$ cat config.mk
export PLATFORM = sky130hd
export DESIGN_NAME = exp4_unidade_controle
export DESIGN_NICKNAME = d
export VERILOG_FILES = /design/src/rtl/exp4_unidade_controle.sv
export SDC_FILE = /design/constraint.sdc
export NUM_CORES = 1
export LEC_CHECK = 0
export ABC_CLOCK_PERIOD_IN_PS = 1000
export CAP_MARGIN = 20
export CORE_AREA = 2 2 39 41
export CTS_BUF_LIST = sky130_fd_sc_hd__clkbuf_16
export CTS_CLUSTER_DIAMETER = 80
export DETAILED_ROUTE_END_ITERATION = 12
export DIE_AREA = 0 0 41 43
export GPL_TIMING_DRIVEN = 0
export PLACE_DENSITY = 0.7
export SYNTH_ARGS = -nofsm -noshare
export SYNTH_HDL_FRONTEND = slang
export SYNTH_SLANG_ARGS = --single-unit
$ cat constraint.sdc
create_clock -name clock -period 1 [get_ports clock]
set_input_delay 0.15 -clock clock [delete_from_list [all_inputs] [get_ports clock]]
set_output_delay 0.15 -clock clock [all_outputs]
set_load 0.05 [all_outputs]
$ cat src/rtl/exp4_unidade_controle.sv
// -----------------------------------------------------------------------------
// exp4_unidade_controle
//
// Moore control unit for the Exp 4 memory-sequence game. It sequences one
// round: clear the datapath, wait for a play, register it, compare it with the
// ROM word, then advance or finish. A round ends with a hit, a miss or a
// timeout.
//
// Optional feature macro: UC_TIMEOUT_EN
//   defined   -> the espera -> fim_timeout transition is active
//   undefined -> timeout is ignored, fim_timeout is unreachable and
//                db_timeout is tied low
//
// Ports:
//   clock         in   rising-edge system clock
//   reset         in   asynchronous active-high reset, forces inicial
//   iniciar       in   start/restart request (level)
//   jogada_feita  in   one-cycle play pulse from the datapath edge detector
//   igual         in   ROM data equals the registered play
//   fimC          in   address counter at its last position
//   timeout       in   timeout counter terminal count
//   zeraC         out  synchronous clear of the address counter
//   contaC        out  address counter enable
//   zeraR         out  play register clear
//   registrarR    out  play register load
//   zera_timeout  out  synchronous clear of the timeout counter
//   pronto        out  round finished (any outcome)
//   acertou       out  round finished, whole sequence matched
//   errou         out  round finished on a mismatch
//   db_timeout    out  round finished by timeout
//   db_estado     out  current state encoding (debug)
// -----------------------------------------------------------------------------
module exp4_unidade_controle (
    input  logic       clock,
    input  logic       reset,
    input  logic       iniciar,
    input  logic       jogada_feita,
    input  logic       igual,
    input  logic       fimC,
    input  logic       timeout,
    output logic       zeraC,
    output logic       contaC,
    output logic       zeraR,
    output logic       registrarR,
    output logic       zera_timeout,
    output logic       pronto,
    output logic       acertou,
    output logic       errou,
    output logic       db_timeout,
    output logic [3:0] db_estado
);

    typedef enum logic [3:0] {
        INICIAL     = 4'b0000,
        PREPARACAO  = 4'b0001,
        ESPERA      = 4'b0010,
        REGISTRA    = 4'b0100,
        COMPARACAO  = 4'b0101,
        PROXIMO     = 4'b0110,
        FIM_ACERTO  = 4'b1010,
        FIM_ERRO    = 4'b1110,
        FIM_TIMEOUT = 4'b1111
    } estado_t;

    estado_t estado_q;
    estado_t estado_d;
    logic    timeout_ativo_s;

`ifdef UC_TIMEOUT_EN
    assign timeout_ativo_s = timeout;
`else
    // Without the feature the terminal count never ends a wait.
    assign timeout_ativo_s = 1'b0;
`endif

    // State register; reset is asynchronous so a mid-round reset takes effect at once.
    always_ff @(posedge clock or posedge reset) begin
        if (reset) begin
            estado_q <= INICIAL;
        end else begin
            estado_q <= estado_d;
        end
    end

    // Next-state logic.
    always_comb begin
        estado_d = INICIAL;
        case (estado_q)
            INICIAL: begin
                if (iniciar) begin
                    estado_d = PREPARACAO;
                end else begin
                    estado_d = INICIAL;
                end
            end
            PREPARACAO: begin
                estado_d = ESPERA;
            end
            ESPERA: begin
                // A play wins over a coincident timeout.
                if (jogada_feita) begin
                    estado_d = REGISTRA;
                end else if (timeout_ativo_s) begin
                    estado_d = FIM_TIMEOUT;
                end else begin
                    estado_d = ESPERA;
                end
            end
            REGISTRA: begin
                estado_d = COMPARACAO;
            end
            COMPARACAO: begin
                if (!igual) begin
                    estado_d = FIM_ERRO;
                end else if (fimC) begin
                    estado_d = FIM_ACERTO;
                end else begin
                    estado_d = PROXIMO;
                end
            end
            PROXIMO: begin
                estado_d = ESPERA;
            end
            FIM_ACERTO, FIM_ERRO, FIM_TIMEOUT: begin
                // A held iniciar restarts every time a final state is reached.
                if (iniciar) begin
                    estado_d = PREPARACAO;
                end else begin
                    estado_d = estado_q;
                end
            end
            default: begin
                // Unused encodings recover to inicial.
                estado_d = INICIAL;
            end
        endcase
    end

    // Moore output decode from the current state only.
    always_comb begin
        zeraC        = 1'b0;
        contaC       = 1'b0;
        zeraR        = 1'b0;
        registrarR   = 1'b0;
        zera_timeout = 1'b1;
        pronto       = 1'b0;
        acertou      = 1'b0;
        errou        = 1'b0;
        db_timeout   = 1'b0;
        case (estado_q)
            INICIAL: begin
                zera_timeout = 1'b1;
            end
            PREPARACAO: begin
                zeraC = 1'b1;
                zeraR = 1'b1;
            end
            ESPERA: begin
                // Only state where the timeout counter is allowed to run.
                zera_timeout = 1'b0;
            end
            REGISTRA: begin
                registrarR = 1'b1;
            end
            COMPARACAO: begin
                zera_timeout = 1'b1;
            end
            PROXIMO: begin
                contaC = 1'b1;
            end
            FIM_ACERTO: begin
                pronto  = 1'b1;
                acertou = 1'b1;
            end
            FIM_ERRO: begin
                pronto = 1'b1;
                errou  = 1'b1;
            end
            FIM_TIMEOUT: begin
                pronto     = 1'b1;
`ifdef UC_TIMEOUT_EN
                db_timeout = 1'b1;
`else
                db_timeout = 1'b0;
`endif
            end
            default: begin
                zera_timeout = 1'b1;
            end
        endcase
    end

    assign db_estado = estado_q;

endmodule

Yosys cells after proc, flatten, opt, wreduce, memory -nomap -nowiden. Index checks and enable logic that the tools add are counted. Widths: inputs -> output; s select.

Add/subtract/negate cells: 0. Multiply operators: 0. Div/mod/pow operators: 0. Order comparisons: 0. Equality and inequality tests: 9. Shifts and indexed selects: 0. Mux-type cells: 13. Bitwise gates (word level): 0. Reductions and logical operators: 3.

Operators with widths (number): $pmux 4 s6 (1); $eq 4x3->1 const B (3); $eq 4x4->1 const B (3); $mux 4 (3); $mux 1 (8); $eq 4x1->1 const B (1); $eq 4x2->1 const B (1); $logic_not 4->1 (1); $mux 3 (1); $reduce_or 3->1 (1); $ne 2x1->1 const B (1); $reduce_or 2->1 (1).

Register bits after elaboration: 4. Bits in latches: 0. Bits in writable memories: 0. ROM bits: 0. Output and inout port bits: 13. Memories: 0.

Logic depth before layout (Yosys ltp).
Word-level depth: 3. Depth in mapped cells: 4. Mapped depth without buffers: 3.

Worst setup path before layout. Ideal clock, no wire load.

Kind: register to output. From: reg estado_q[3] (netlist: db_estado[3]). To: out zeraR. Arrival: 2.367 ns. Required time: 0.850 ns. Path slack: -1.517 ns. Cell stages (with the launch flop): 4. Path buffers: 1. Cells stage by stage: dfrtp_1 -> nand2b_1 -> nor3_1 -> buf_4.

Word-level cells in the longest chain between the ends: 2.

RTL lines: start, declared (RTL line 65) `estado_t estado_q;`; start signal, assigned (RTL line 81) `estado_q <= estado_d;`; $eq 4x1->1; $mux 1; end, declared (RTL line 43) `output logic zeraR,`.

No other way between the ends.

Final worst setup path.
From: reg estado_q[1] (netlist: db_estado[1]). To: out registrarR.

Word-level cells in the longest chain between the ends: 2.

RTL lines: $eq 4x3->1 (RTL line 150) `case (estado_q)`; $mux 1 (RTL line 150); end, declared (RTL line 44) `output logic registrarR,`.

No other way between the ends.

==> flow_summary_export.csv <==
group,metric,value,unit
cts,cts.sinks,4,
placed_design,placedCellCount,72,
grt,grt_pass1_wl,1642,um
critical_path,startpoint_type,"flop",
critical_path,path_cells,"buf_6 -> and2b_2 -> and2_4 -> buf_8",
sta,maxSlewViolCount,0,
routing,via_per_inst,4.495,
critical_path,slowest_delay,0.40,ns
power_and_ir_drop,power_leakage,0.4033,nW
finish,multi_input_area,317.8,um2
sta,rsz0062_at_grt,"true",
yosys,synthTopCellsByCount,"dfrtp_1, nand2b_1",
sta,tns,-4.284,ns
yosys,yosys.area.top_type_share,28.37,%
yosys,synthMuxAreaShare,2.837,%
cts,cts_tree,"yes",
cts,cts-root-buf,"clkbuf_16",
finish,fillers,98,
routing,ant_nets,0,
yosys,synth-compound-area-share,17.02,%
placed_design,gp_congestion,0.6928,
sta,fmax,705.1,MHz
job,drv_cap,0,
critical_path,r2r_setup_slack,-0.36,ns
finish,n_antenna_cell,0,
grt,antenna_found_initial,0,
sta,skew,0.003478,ns
grt,grt_pass1_vias,361,
sta,hold_viol,0,
critical_path,r2r_end,"db_estado[2]",
grt,grt_max_degree,11,
critical_path,arrival,1.27,ns
yosys,synth.distinct_cells,27,
outcome,failed_checks,"setup timing",
routing,vias,409,
die,die-width,41,um
die,die_h,43,um
die,io_pins,20,
power_and_ir_drop,finalPower,3.072,mW
finish,largest_register_ffs,4,
placed_design,io_buffers,17,
sta,finalCritPeriodShare,141.8,%
critical_path,cp_max_fo,6,
yosys,synth_edf_count,0,
yosys,syn_inst,39,
yosys,syn-num-nets,46,
critical_path,critical_path_class,"reg -> out",
routing,post-route-drc-count,0,
yosys,syn-cell-area,352.8,um2
power_and_ir_drop,cellPowerDensity,3453,nW/um2
critical_path,cp_slowest_cell,"dfrtp_2",
yosys,synth_top_family_by_area,"simple AND/OR/NAND/NOR gates",
yosys,synth-adder-area-share,0,%
routing,wirelength,1045,um
placed_design,detailed_place_hpwl,649.8,um
finish,fin_nets,84,
yosys,ys_warn_count,0,
cts,h-tree-depth,1,
finish,regArea,107.6,um2
yosys,yosysSeqAreaShare,28.37,%
finish,area_growth,152.1,%
cts,clock_latency,0.22,ns
critical_path,cp.buffers_inverters,2,
yosys,synth_top_cell_by_area,"dfrtp_1",
critical_path,cp.required,0.85,ns
die,rows,14,
critical_path,r2r-start,"db_estado[1]",
yosys,yosys_register_bits,4,
sta,finalSetupViolations,14,
sta,period_needed,1.418,ns
die,die_area,1763,um2
yosys,yosys.area_share.simple,40.78,%
cts,cts_buffer_depth,2,
outcome,status,"finished with violations",
yosys,synthFlopType,"dfrtp_1",
cts,cts_buffers,3,
die,start_util,25.50,%
grt,grt-ovfl-total,0,
yosys,synthArstFlopShare,100.0,%
finish,fin_cells,91,
critical_path,cp_top_family,"flip-flops",
yosys,ys_top_cells_by_area,"dfrtp_1, nand2b_1, o21ai_2",
yosys,synth_xor_area_share,0,%
critical_path,reg2reg_depth,6,
routing,post_drt_wl_per_cell,11.48,um
worst_hold_path,hold_path_class,"in -> async",
sta,fin_ws,-0.4183,ns
placed_design,dpl_worst_slack,-0.9431,ns
finish,layout-drive-gt1-share,77.33,%
die,coreArea,1384,um2
grt,grtUsageTotal,13.90,%
cts,cts.clk_slew.worst_paths,0.03,ns
critical_path,endpoint_kind,"primary output",
power_and_ir_drop,peakVddDrop,1751,uV
yosys,syn_area_per_cell,9.047,um2
routing,drt_pre_antenna_iters,2,
routing,drt-initial-drc-count,1,
how the worst max path moves through the flow:
| stage | cells past startpoint | from | slack [ns] | end |
|---|---|---|---|---|
| floorplan | 3 | db_estado[3] | -0.63 | zeraR |
| global placement | 3 | db_estado[0] | -0.95 | contaC |
| detailed placement | 3 | db_estado[0] | -0.94 | contaC |
| CTS | 4 | db_estado[3] | -0.41 | zeraR |
| global route | 3 | db_estado[0] | -0.46 | contaC |
| finish | 4 | db_estado[1] | -0.42 | registrarR |
logic make-up (layout without fill, tap and decap cells):
family | after synthesis | count (layout)
and+or+nand+nor | 21 | 21
AOI/OAI and AO/OA | 7 | 7
other | 1 | 1
buffers and inverters | 5 | 41
DFF | 4 | 4
muxes | 1 | 1
layout make-up:
| type | count | area share (%) |
|---|---|---|
| sequential | 4 | 12.10 |
| buffer | 4 | 4.641 |
| timing repair buffer | 33 | 36.43 |
| inverter | 1 | 0.4219 |
| multi-input combinational | 30 | 35.72 |
| clock buffer | 3 | 8.439 |
| tap | 16 | 2.250 |
layer usage:
metal  global-route usage [%]  vias up  wire (um)
li1                         -      208          -
met5                        0        -          0
met3                    6.283        0         68
met1                    18.18      185        422
met4                    4.000        0          0
met2                    20.00       16        554
metrics by stage:
stage | instance area (um2) | util, % | hold slack (ns)
after global placement | 626.9 | 45.30 | 0.3386
after CTS | 817.0 | 59.04 | 0.1159
after floorplan | 436.7 | - | -0.08408
final | 889.6 | 64.29 | 0.1136
after detailed placement | 626.9 | 45.30 | 0.3521
after global routing | 889.6 | 64.29 | 0.1431
layout by cell type, fill, tap and decap left out, drive strengths merged:
| cell type | n |
|---|---|
| nand2b | 5 |
| clkbuf | 3 |
| conb | 1 |
| buf | 32 |
| inv | 1 |
| clkdlybuf4s50 | 5 |
| and3b | 1 |
| a21o | 1 |
| nor3b | 1 |
| o221ai | 1 |
| nor2 | 3 |
| o22ai | 1 |
| nor2b | 2 |
| and3 | 1 |
| nor3 | 2 |
| and2 | 2 |
| mux2i | 1 |
| nand3b | 1 |
| o21ai | 3 |
| dfrtp | 4 |
| and2b | 1 |
| o2bb2ai | 1 |
| nand2 | 1 |
| or3 | 1 |
timing repair:
item | in CTS | in global routing
setup endpoints to repair | 16 | 16
hold buffers | 0 | 0
cloned | 0 | 0
buffers inserted | 10 | 7
pin swaps | 8 | 4
resized for setup | 84 | 13
worst reg2reg max path: cells and delay by family, from the launching register on:
kind | cells | cell delay (ns)
AOI/OAI and AO/OA | 2 | 0.24
buffers and inverters | 3 | 0.39
DFF | 1 | 0.36
and+or+nand+nor | 1 | 0.24
where the power goes:
part           leakage, nW  internal (mW)  total [mW]  switching [mW]
clock               0.0370          0.511       0.621           0.111
combinational        0.320           1.05        2.10            1.06
sequential          0.0467          0.242       0.348           0.105
total                0.403           1.80        3.07            1.27
(Power assumes the default switching activity.)
